<file path="config.mk">
export PLATFORM = sky130hd
export DESIGN_NAME = dac_seq_ctrl
export DESIGN_NICKNAME = d
export VERILOG_FILES = /design/src/rtl/dac_seq_ctrl.sv
export SDC_FILE = /design/constraint.sdc
export NUM_CORES = 1
export LEC_CHECK = 0
export BUFFER_PORTS_ARGS = -buffer_cell sky130_fd_sc_hd__buf_2
export CAP_MARGIN = 20
export CORE_MARGIN = 1.5
export CORE_UTILIZATION = 40
export CTS_CLUSTER_SIZE = 30
export DETAILED_ROUTE_END_ITERATION = 8
export SYNTH_ARGS = -nofsm -noshare
export SYNTH_HDL_FRONTEND = slang
export SYNTH_SLANG_ARGS = --single-unit
</file>
<file path="constraint.sdc">
create_clock -name clk -period 7.6 [get_ports clk]
set_clock_uncertainty 0.15 [all_clocks]
set_input_delay 0 -clock clk [delete_from_list [all_inputs] [get_ports clk]]
set_output_delay 0 -clock clk [all_outputs]
set_load 0.05 [all_outputs]
</file>
<file path="src/rtl/dac_seq_ctrl.sv">
// Queued DAC sequencer: buffers wordline bitmaps, issues each one with valid/ready,
// waits a programmable settle latency, then pulses done. Supports timeout, overflow and abort.
package snn_soc_pkg;
    localparam int NUM_INPUTS = 16;
endpackage

module dac_seq_ctrl #(
    parameter  int NUM_INPUTS = snn_soc_pkg::NUM_INPUTS,
    parameter  int FIFO_DEPTH = 4,
    parameter  int LAT_W      = 8,
    parameter  int TO_W       = 16,
    localparam int LVL_W      = $clog2(FIFO_DEPTH + 1),
    localparam int PTR_W      = $clog2(FIFO_DEPTH)
) (
    input  logic                  clk,
    input  logic                  rst_n,
    input  logic [NUM_INPUTS-1:0] wl_bitmap,
    input  logic                  wl_valid_pulse,
    input  logic [LAT_W-1:0]      cfg_latency,
    input  logic [TO_W-1:0]       cfg_timeout,
    input  logic                  abort,
    input  logic                  clr_overflow,
    output logic [NUM_INPUTS-1:0] wl_spike,
    output logic                  dac_valid,
    input  logic                  dac_ready,
    output logic                  dac_done_pulse,
    output logic                  dac_timeout_pulse,
    output logic                  busy,
    output logic [LVL_W-1:0]      fifo_level,
    output logic                  overflow_sticky
);

    typedef enum logic [1:0] {S_IDLE, S_WAIT, S_LAT} state_e;

    state_e                r_state, w_state_nxt;
    logic                  r_dac_valid, w_dac_valid_nxt;
    logic                  r_done, w_done_nxt;
    logic                  r_timeout, w_timeout_nxt;
    logic [LAT_W-1:0]      r_lat_cnt, w_lat_cnt_nxt;
    logic [TO_W-1:0]       r_to_cnt, w_to_cnt_nxt;
    logic                  w_pop, w_push, w_full;

    logic [NUM_INPUTS-1:0] r_mem [FIFO_DEPTH];
    logic [PTR_W-1:0]      r_wr_ptr, r_rd_ptr;
    logic [LVL_W-1:0]      r_level;
    logic [NUM_INPUTS-1:0] r_spike;
    logic                  r_ovf;

    // Fullness uses the registered level only; a same-cycle pop earns no credit.
    assign w_full = (r_level == LVL_W'(FIFO_DEPTH));
    assign w_push = wl_valid_pulse && !abort && !w_full;

    always_comb begin
        // NOTE: every combinational output gets a default first so no latch is inferred.
        w_state_nxt     = r_state;
        w_dac_valid_nxt = r_dac_valid;
        w_done_nxt      = 1'b0;
        w_timeout_nxt   = 1'b0;
        w_lat_cnt_nxt   = r_lat_cnt;
        w_to_cnt_nxt    = r_to_cnt;
        w_pop           = 1'b0;
        if (abort) begin
            w_state_nxt     = S_IDLE;
            w_dac_valid_nxt = 1'b0;
            w_lat_cnt_nxt   = '0;
            w_to_cnt_nxt    = '0;
        end else begin
            case (r_state)
                S_IDLE: begin
                    if (r_level != '0) begin
                        w_pop           = 1'b1;
                        w_dac_valid_nxt = 1'b1;
                        w_to_cnt_nxt    = '0;
                        w_state_nxt     = S_WAIT;
                    end
                end
                S_WAIT: begin
                    // A handshake wins over a timeout that expires in the same cycle.
                    if (dac_ready) begin
                        w_dac_valid_nxt = 1'b0;
                        w_lat_cnt_nxt   = cfg_latency;
                        w_to_cnt_nxt    = '0;
                        w_state_nxt     = S_LAT;
                    end else if ((cfg_timeout != '0) && (r_to_cnt == cfg_timeout - TO_W'(1))) begin
                        w_dac_valid_nxt = 1'b0;
                        w_timeout_nxt   = 1'b1;
                        w_to_cnt_nxt    = '0;
                        w_state_nxt     = S_IDLE;
                    end else begin
                        w_to_cnt_nxt = r_to_cnt + TO_W'(1);
                    end
                end
                S_LAT: begin
                    if (r_lat_cnt == '0) begin
                        w_done_nxt  = 1'b1;
                        w_state_nxt = S_IDLE;
                    end else begin
                        w_lat_cnt_nxt = r_lat_cnt - LAT_W'(1);
                    end
                end
                default: w_state_nxt = S_IDLE;
            endcase
        end
    end

    always_ff @(posedge clk or negedge rst_n) begin
        if (!rst_n) begin
            r_state     <= S_IDLE;
            r_dac_valid <= 1'b0;
            r_done      <= 1'b0;
            r_timeout   <= 1'b0;
            r_lat_cnt   <= '0;
            r_to_cnt    <= '0;
            r_wr_ptr    <= '0;
            r_rd_ptr    <= '0;
            r_level     <= '0;
            r_spike     <= '0;
            r_ovf       <= 1'b0;
        end else begin
            // NOTE: sequential state uses non-blocking assignments so every register sees pre-edge values.
            r_state     <= w_state_nxt;
            r_dac_valid <= w_dac_valid_nxt;
            r_done      <= w_done_nxt;
            r_timeout   <= w_timeout_nxt;
            r_lat_cnt   <= w_lat_cnt_nxt;
            r_to_cnt    <= w_to_cnt_nxt;
            if (w_pop) begin
                r_spike <= r_mem[r_rd_ptr];
            end
            if (abort) begin
                r_wr_ptr <= '0;
                r_rd_ptr <= '0;
                r_level  <= '0;
            end else begin
                if (w_push) r_wr_ptr <= r_wr_ptr + PTR_W'(1);
                if (w_pop)  r_rd_ptr <= r_rd_ptr + PTR_W'(1);
                r_level <= r_level + LVL_W'(w_push) - LVL_W'(w_pop);
            end
            if (wl_valid_pulse && !abort && w_full) begin
                r_ovf <= 1'b1;
            end else if (clr_overflow) begin
                r_ovf <= 1'b0;
            end
        end
    end

    // NOTE: queue storage has no reset; the level and pointers alone define which entries are valid.
    always_ff @(posedge clk) begin
        if (w_push) begin
            r_mem[r_wr_ptr] <= wl_bitmap;
        end
    end

    assign wl_spike          = r_spike;
    assign dac_valid         = r_dac_valid;
    assign dac_done_pulse    = r_done;
    assign dac_timeout_pulse = r_timeout;
    assign fifo_level        = r_level;
    assign overflow_sticky   = r_ovf;
    assign busy              = (r_state != S_IDLE) || (r_level != '0);

endmodule

</file>
## Word level (Yosys, flattened, before mapping)

Memories as Yosys holds them, arrays and structs flattened. A register that Yosys moved wholly into a read port is not among the register bits.
Cells that the tools add are included.

| operators by class | value |
|---|---|
| add/subtract/negate cells | 7 |
| equal/unequal tests | 9 |
| muxes and demuxes | 39 |
| reductions and logical operators | 22 |

Operators by type and width:

| cell | count |
|---|---|
| $mux W16 | 4 |
| $pmux W16 S2 | 1 |
| $mux W8 | 3 |
| $mux W1 | 18 |
| $mux W2 | 9 |
| $add A16 B1 Y16 const B | 1 |
| $eq A16 B16 Y1 | 1 |
| $pmux W8 S2 | 1 |
| $reduce_bool A16 Y1 | 1 |
| $sub A16 B1 Y16 const B | 1 |
| $ne A3 B3 Y1 const B | 4 |
| $reduce_and A3 Y1 | 3 |
| $reduce_bool A3 Y1 | 3 |
| $logic_not A8 Y1 | 1 |
| $reduce_bool A2 Y1 | 4 |
| $sub A8 B1 Y8 const B | 1 |
| $pmux W2 S3 | 1 |
| $add A2 B1 Y2 const B | 2 |
| $logic_and A1 B1 Y1 | 4 |
| $ne A4 B4 Y1 const B | 1 |
| $add A3 B1 Y3 | 1 |
| $eq A3 B3 Y1 const B | 1 |
| $logic_not A1 Y1 | 3 |
| $mux W3 | 1 |
| other kinds (7) | 7 |

| storage, ports and cells | value |
|---|---|
| flip-flop bits (word level) | 37 |
| bits in writable memories | 64 |
| bits of input ports | 46 |
| output and inout port bits | 24 |
| logic and storage cells | 88 |
| memories | 1 |

Memory list:

| memory | words | width | rd ports | clocked after memory_dff | write ports | line | RTL |
|---|---|---|---|---|---|---|---|
| r_mem | 4 | 16 | 1 | 1 | 1 | 43 | `logic [NUM_INPUTS-1:0] r_mem [FIFO_DEPTH];` |

## Longest topological paths before layout

Gate-level depths: netlist (run 1).

| depth | value |
|---|---|
| depth in word-level cells | 7 |
| mapped depth | 11 |
| gate-level depth less buffers | 9 |

## Worst setup path after synthesis (run 1)

No wires, ideal clock.

| timing path | value |
|---|---|
| path kind | reg-to-reg |
| from | reg r_level[1] (netlist: fifo_level[1]) |
| to | reg r_level[1] (netlist: fifo_level[1]) |
| setup time | 0.132 ns |
| data arrival time | 2.719 ns |
| data required time | 7.318 ns |
| path slack | 4.599 ns |
| cell stages (with the launch flop) | 10 |
| buffers on the path | 1 |
| clock period less this slack | 3.001 ns |
| cells stage by stage | dfrtp_1 or3_1 nand2_1 nor2_1 clkbuf_1 ha_1 inv_1 ha_1 fa_1 nor2b_1 |

| on the way | value |
|---|---|
| longest elaborated chain between the ends | 6 |
| elaborated cells between the ends (all ways) | 10 |
| classes of those cells | add/sub (2); eq/ne (1); mux (4); reduce/logical (3) |

RTL lines:

| item | line | RTL |
|---|---|---|
| start: declaration | 45 | `logic [LVL_W-1:0] r_level;` |
| start signal: assignment | 137 | `r_level <= r_level + LVL_W'(w_push) - LVL_W'(w_pop);` |
| $reduce_bool A3 Y1 | 70 | `if (r_level != '0) begin` |
| $mux W1 | 70 |  |
| $mux W1 | 68 | `case (r_state)` |
| $mux W1 | 62 | `if (abort) begin` |
| named net w_pop | 41 | `logic w_pop, w_push, w_full;` |
| $sub A3 B1 Y3 | 137 |  |
| $mux W3 | 130 | `if (abort) begin` |

The timed path passes the listed nets, and every way through them passes these cells.
A chain may end at the register's enable or synchronous reset.

## Final worst setup path (run 1)

| timing path | value |
|---|---|
| from | reg r_state[0] |
| to | reg r_level[2] (netlist: fifo_level[2]) |

| on the way | value |
|---|---|
| longest elaborated chain between the ends | 5 |

RTL lines:

| item | line | RTL |
|---|---|---|
| start: declaration | 35 | `state_e r_state, w_state_nxt;` |
| start signal: assignment | 121 | `r_state <= w_state_nxt;` |
| $logic_not A2 Y1 | 68 |  |
| $mux W1 | 68 |  |
| $mux W1 | 62 |  |
| $sub A3 B1 Y3 | 137 |  |
| $mux W3 | 130 |  |

Every way passes these cells.

==> summary.txt, run 1 <==
GRT
  – GR Util met2: 0.3072
  – Grt total ovfl: 0
  – Antenna violations before repair: 0
  – Tot GR Track Use: 0.1756
  – GR Util met1: 0.2104
  – Largest net degree at the start of global routing: 54
  – Met3 GRT Util: 0.04104
  – GRT busiest layer: met2
  – Vias in the first global route: slightly below 4,000
  – First-pass GRT wire length: roughly 19,000 µm

Clock tree
  – Num CTS Buffers: 17
  – H-tree levels: 4
  – CTS root buffer: clkbuf_16
  – CTS tree: built
  – Sink Count: 117
  – Post-CTS Setup Repair Bufs: 0
  – Worst-Skew Late Latency: just over 0.4 ns
  – CTS Buffer Depth: 2
  – Clk slew on worst S/H paths: 0.06 ns

Yosys
  – Cell area after synthesis: roughly 0.0055 mm²
  – Biggest area consumer among synthesized cells: edfxtp_1
  – Leading cell types by count after synthesis: 64 x edfxtp_1, 53 x dfrtp_1, 38 x nor2_1
  – Cells after Synth: about 430
  – Asr flop ratio synth: 0.4530
  – Number of library cell types mapped by synthesis: 56
  – Synth warn: 0
  – Yosys reg bits: 117
  – Area share of the largest cell type after synthesis: 0.3474
  – Dominant synthesized flop cell: edfxtp_1
  – Synth top area cells: edfxtp_1 35%, dfrtp_1 24%, mux4_2 6.5%
  – Avg Cell Area, Syn: between 10 and 15 µm²
  – Number of synthesized flops with an enable pin: 64
  – Post-synthesis sequential area ratio: 0.5872
  – Most common cell in the netlist: edfxtp_1
  – Post-Syn Nets: 489

Die
  – Die W: ~120 µm
  – Initial Util: 0.4144
  – Row Count: 42
  – Die Area: 0.01454 mm²
  – I/O pins: 70
  – CORE AREA: around 0.013 mm²
  – Die height: 120.6 µm

Routing
  – Iteration count of the initial detailed-routing pass: 4
  – DRT Wirelength: around 12,000 µm
  – # DRC: 0
  – Via Count: slightly below 4,000
  – DR vias/cell: roughly 5.2
  – Final ANT Viol Nets: 0
  – WL/cell: between 15 and 20 µm
  – DRT iter0 DRCs: between 200 and 250

Worst setup path
  – CP Capture Point: fifo_level[2]$_DFF_PN0_
  – Worst reg2reg path startpoint: r_state[0]$_DFFE_PN0P_
  – FF-to-FF path depth: 9
  – Worst setup startpoint: r_state[0]$_DFFE_PN0P_
  – Critical Path, Cell by Cell: nor2_1 > nand2_1 > nor2_2 > ha_1 > inv_1 > ha_1 > fa_1 > xnor2_1 > nor2_1
  – CP startpoint kind: register
  – Reg2Reg Capture Point: fifo_level[2]$_DFF_PN0_
  – CP peak stage delay: 0.76 ns
  – Setup CP Type: reg -> reg
  – CP delay by family, top: simple AND/OR/NAND/NOR gates
  – Stages on worst setup path: 9
  – Worst reg-to-reg setup slack: 4.62 ns
  – Setup crit end kind: register
  – CP bufs+invs: 1
  – CP required: between 7 and 8 ns
  – Worst EP arrival: 3.10 ns
  – Slowest-stage cell, CP: nor2_2
  – Max FO, Critical Path: 17

Job
  – Maxcap violations: 0

Pwr
  – LEAKAGE: about 2.8 nW
  – Power Density: ~340 mW/mm²
  – Worst VDD drop: roughly 0.00022 V

Placed design
  – Port Buffer Count: 69
  – Cells after DPL: 661
  – DP Wirelength: about 7500 µm
  – GPL Wtd Cong: 0.8866

Timing
  – Max frequency: roughly 340 MHz
  – Crit path time final: 2.979 ns
  – Hold WS: between 0.1 and 0.15 ns
  – Final setup violating endpoints: 0
  – Final Hold Viols: 0
  – RSZ-0062 raised after global routing: no
  – Slew @ Worst Pin: 0.9708 ns
  – Slew Viols, Final: 0
  – Slew headroom: 0.3521
  – Fin crit share: 0.3920
  – Setup TNS: 0 ns

Run status
  – Status: finished, final reports clean

Layout
  – Antenna diodes: 0
  – Synth-to-layout area growth: 27.75%
  – Fill count: between 1,000 and 1,500
  – Share of layout cells above drive strength 1: 0.2576
  – Layout Nets: around 600
  – Final Non-Filler Cells: around 740

Worst hold path
  – Hold WC Path Type: in -> async
flip-flops by register name, summed over array words and instances (netlist names):
| name | cells |
|---|---|
| overflow_sticky | 1 |
| fifo_level | 3 |
| dac_done_pulse | 1 |
| r_state | 2 |
| dac_timeout_pulse | 1 |
| r_to_cnt | 16 |
| r_mem | 64 |
| r_rd_ptr | 2 |
| wl_spike | 16 |
| r_lat_cnt | 8 |
| r_wr_ptr | 2 |
| dac_valid | 1 |
power breakdown:
group	switching, mW	internal (mW)	leakage (nW)	total (mW)
registers	0.0736	0.770	1.28	0.844
logic	0.474	0.287	1.19	0.761
clock network	0.291	0.529	0.300	0.820
layout by cell type (no fill, tap or decap), types with 11 or more instances in the layout:
cell and count:
buf_2 69, edfxtp_1 64, dfrtp_1 53, dlygate4sd3_1 41
nor2_1 37, nand2_1 31, inv_1 19, xnor2_1 17
clkbuf_16 17, mux4_2 16, mux2_2 16, o21ai_0 14
xor2_1 13, nor3_1 11
layer usage:
layer / part of all wire / routed length [µm] / vias up
met5: 0 / 0 / -
met4: 0.014 / 170 / 0
met3: 0.048 / 569 / 15
met2: 0.51 / 6082 / 108
met1: 0.42 / 5014 / 1882
li1: - / - / 1836
worst min path at each step:
stage                   from  slack [ns]  depth (start not counted)                  endpoint
2_1_floorplan          rst_n       -0.45                          0  dac_done_pulse$_DFF_PN0_
3_3_place_gp           rst_n        0.04                          2   r_to_cnt[7]$_DFFE_PN0P_
3_5_place_dp           rst_n        0.04                          2   r_to_cnt[9]$_DFFE_PN0P_
4_1_cts                rst_n        0.14                          3   r_to_cnt[6]$_DFFE_PN0P_
5_1_grt        wl_bitmap[12]        0.19                          2    r_mem[0][12]$_DFFE_PP_
6_report               rst_n        0.11                          3   r_to_cnt[6]$_DFFE_PN0P_
timing repair:
item | 4_1_cts | 5_1_grt
hold buffers | 41 | 0
resized for setup | 0 | 0
endpoints found under the hold margin | 138 | 0
final cells by class:
| type | instances | area, µm² | share of cell area |
|---|---|---|---|
| sequential | 117 | 3248 | 0.4596 |
| inverter | 19 | 71.32 | 0.01009 |
| tap | 176 | 220.2 | 0.03116 |
| clock inverter | 13 | 175.2 | 0.02479 |
| multi-input combinational | 278 | 2131 | 0.3015 |
| timing repair buffer | 113 | 778.2 | 0.1101 |
| clock buffer | 19 | 442.9 | 0.06268 |
through the flow:
stage / util / instance area, µm² / total power, mW / worst slack (ns)
final: 0.5294 / 7067 / 2.425 / 4.621
after global routing: 0.5294 / 7067 / 2.538 / 4.368
after detailed placement: 0.4518 / 6031 / 1.588 / 4.568
after floorplan: - / 5532 / 1.399 / 4.599
after CTS: 0.5289 / 7059 / 2.440 / 4.348
after global placement: 0.4518 / 6031 / 1.569 / 4.636
kinds of logic after synthesis:
group | share of synthesized area
muxes | 0.1068
xor gates and xnor gates | 0.04750
adders and majority gates | 0.02398
buffers and inverters | 0.02805
DFF | 0.5872
and+or+nand+nor | 0.1303
AOI/OAI and AO/OA | 0.07623
worst min-delay path, cell delays in order:
cell and delay [ns]:
dlygate4sd3_1 0.52, buf_2 0.09, buf_4 0.54
No activity file was read; power rests on OpenSTA's default activity.
==> run 2: changes to the inputs <==
--- a/config.mk
+++ b/config.mk
@@ -5,6 +5,7 @@
 export SDC_FILE = /design/constraint.sdc
 export NUM_CORES = 1
 export LEC_CHECK = 0
+export ABC_AREA = 1
 export BUFFER_PORTS_ARGS = -buffer_cell sky130_fd_sc_hd__buf_2
 export CAP_MARGIN = 20
 export CORE_MARGIN = 1.5
==> constraint.sdc (replaced) <==
create_clock -name clk -period 2.4 [get_ports clk]
set_clock_uncertainty 0.15 [all_clocks]
set_input_delay 0 -clock clk [delete_from_list [all_inputs] [get_ports clk]]
set_output_delay 0 -clock clk [all_outputs]
set_load 0.05 [all_outputs]
==> summary.txt, run 2 <==
Timing
  – RSZ-0062 raised after global routing: no
  – Fin crit share: 0.9392
  – Slew headroom: 0.6359
  – Final Hold Viols: 0
  – Final setup violating endpoints: 0
  – Crit path time final: 2.254 ns
  – Setup TNS: 0 ns
  – Slew @ Worst Pin: 0.5456 ns
  – Slew Viols, Final: 0
  – Max frequency: 443.6 MHz

GRT
  – Tot GR Track Use: 0.1901
  – Vias in the first global route: around 4,600
  – First-pass GRT wire length: around 22,000 µm
  – Met3 GRT Util: 0.04474
  – GRT busiest layer: met2
  – Largest net degree at the start of global routing: 54
  – GR Util met1: 0.2265
  – Grt total ovfl: 0
  – GR Util met2: 0.3354
  – Antenna violations before repair: 0

Pwr
  – Sequential power share: 0.365
  – Clock power frac: 0.316
  – Overall power: between 7 and 8 mW
  – Worst VDD drop: around 0.00082 V
  – P_int: ~4.5 mW
  – Power Density: roughly 980 mW/mm²
  – LEAKAGE: approximately 3.2 nW
  – Sw frac: 0.3771
  – Combinational power share: 0.319
  – Sw power: 2.712 mW

Layout
  – Synth-to-layout area growth: 26.12%
  – Register with the most flip-flops: r_mem
  – Most common cell after layout, fill and taps aside: nand2_1
  – Layout Nets: between 800 and 900
  – Final Cell Area: 0.007322 mm²
  – Sequential Area: approximately 0.0033 mm²
  – Antenna diodes: 0
  – Final core occ: 0.5214
  – Share of layout cells above drive strength 1: 0.1966
  – Fill count: 1,284
  – Area of the multi-input gates: 0.002252 mm²
  – Most frequent cells in the layout: 140 x nand2_1, 81 x nor2_1, 69 x buf_2
  – Max reg flops: 64

Run status
  – Status: finished, final reports clean

Die
  – CORE AREA: around 0.014 mm²
  – I/O pins: 70
  – Die height: approximately 120 µm
  – Die W: about 120 µm
  – Initial Util: 0.4134
  – Row Count: 43
  – Die Area: approximately 0.015 mm²

Clock tree
  – H-tree levels: 4
  – Post-CTS Setup Repair Bufs: 0
  – Num CTS Buffers: 17
  – CTS Buffer Depth: 2
  – Sink Count: between 100 and 150
  – Clk slew on worst S/H paths: around 0.050 ns
  – CTS root buffer: clkbuf_16
  – CTS tree: built
  – Worst-Skew Late Latency: about 0.4 ns

Worst setup path
  – CP startpoint kind: register
  – Setup crit end kind: register
  – Worst reg2reg path startpoint: fifo_level[2]$_DFF_PN0_
  – CP Capture Point: fifo_level[2]$_DFF_PN0_
  – Reg2Reg Capture Point: fifo_level[2]$_DFF_PN0_
  – Worst EP arrival: about 2.4 ns
  – CP required: 2.54 ns
  – Worst reg-to-reg setup slack: 0.15 ns
  – Setup CP Type: reg -> reg
  – Worst setup startpoint: fifo_level[2]$_DFF_PN0_
  – Max FO, Critical Path: 4
  – FF-to-FF path depth: 10

Yosys
  – Yosys reg bits: 117
  – Leading cell types by count after synthesis: 140 x nand2_1, 81 x nor2_1, 64 x edfxtp_1
  – Synth top area cells: edfxtp_1 33%, dfrtp_1 23%, nand2_1 9.1%
  – Number of library cell types mapped by synthesis: 38
  – Number of synthesized flops with an enable pin: 64
  – Dominant synthesized flop cell: edfxtp_1
  – Area share of the largest cell type after synthesis: 0.3310
  – Most common cell in the netlist: nand2_1
  – Avg Cell Area, Syn: ~9.3 µm²
  – Cells after Synth: roughly 630
  – Synth warn: 0
  – Asr flop ratio synth: 0.4530
  – Post-synthesis sequential area ratio: 0.5595
  – Biggest area consumer among synthesized cells: edfxtp_1
  – Cell area after synthesis: roughly 0.0058 mm²
  – Post-Syn Nets: slightly below 700

Routing
  – Iteration count of the initial detailed-routing pass: 7
  – WL/cell: between 10 and 15 µm
  – # DRC: 0
  – DRT iter0 DRCs: 334
  – Via Count: about 4,700
  – DRT Wirelength: ~14,000 µm
  – Final ANT Viol Nets: 0
  – DR vias/cell: around 5

Worst hold path
  – Hold WC Path Type: in -> reg

Placed design
  – DP Wirelength: 8847 µm
  – GPL Wtd Cong: 0.8518
  – Dpl cell area: between 0.006 and 0.007 mm²
  – Port Buffer Count: 69

Job
  – Maxcap violations: 0
## run 2: cell types whose count changed in the layout (fill, tap and decap cells not counted), moves of 17 or more
cell and change:
nor2_1 +44, nand2_1 +109, nand3_1 +17, inv_1 +44, o21ai_0 +31
## run 2: cells by family after synthesis
group / count (synthesis) / synth area share
xor gates and xnor gates: 28 / 0.04461
adders and majority gates: 10 / 0.02285
and+or+nand+nor: 293 / 0.2175
AOI/OAI and AO/OA: 97 / 0.09892
DFF: 117 / 0.5595
buffers and inverters: 81 / 0.05668
## run 2: cell type report
cell class                 count  share of cell area
clock buffer                  20             0.06254
clock inverter                12             0.01111
inverter                      64             0.03281
multi-input combinational    428              0.3076
sequential                   117              0.4441
tap                          180             0.03076
timing repair buffer         117              0.1111
## run 2: metal layers
metal,vias up,wire length [µm]
met2,113,6913
met4,0,152
li1,2325,-
met1,2225,5932
met5,-,0
met3,11,534
## run 2: power by group through the flow
stage | sequential, mW | clock [mW] | combinational, mW
after global routing | 2.67 | 2.40 | 2.53
final | 2.63 | 2.27 | 2.29
after floorplan | 3.18 | 0 | 1.11
after global placement | 2.65 | 0 | 2.22
after detailed placement | 2.66 | 0 | 2.26
after CTS | 2.63 | 2.31 | 2.32
## run 2: timing repair
action | in CTS | in global routing
hold buffers | 33 | 0
hold endpoints to repair | 138 | 0
endpoints found under the setup margin | 0 | 1
resized for setup | 0 | 1
## run 2: through the flow
stage / instances / hold WS [ns] / setup WS, ns
2_1_floorplan: 626 / -0.4456 / -0.003972
3_3_place_gp: 873 / -0.1285 / 0.2534
3_5_place_dp: 873 / -0.1261 / 0.1625
4_1_cts: 938 / 0.1685 / 0.1156
5_1_grt: 938 / 0.1804 / 0.001648
6_report: 938 / 0.1897 / 0.1458
## run 2: worst min path at each step
stage                             start                        to  slack, ns  cells after the start
after floorplan                   rst_n  dac_done_pulse$_DFF_PN0_      -0.45                      0
after global placement            rst_n  r_lat_cnt[3]$_DFFE_PN0P_      -0.13                      2
after detailed placement          rst_n  r_lat_cnt[3]$_DFFE_PN0P_      -0.13                      2
after CTS                 wl_bitmap[12]    r_mem[1][12]$_DFFE_PP_       0.17                      2
after global routing       wl_bitmap[8]     r_mem[0][8]$_DFFE_PP_       0.18                      2
final                     wl_bitmap[15]    r_mem[0][15]$_DFFE_PP_       0.19                      2
## run 2: worst max-delay path, cell delays in order (launching register included)
cell and delay [ns]:
dfrtp_2 0.44, inv_1 0.09, nor3_1 0.06, nor3_1 0.23
inv_1 0.10, ha_1 0.29, inv_1 0.04, ha_1 0.18
fa_1 0.38, o21ai_1 0.14, a21oi_1 0.05
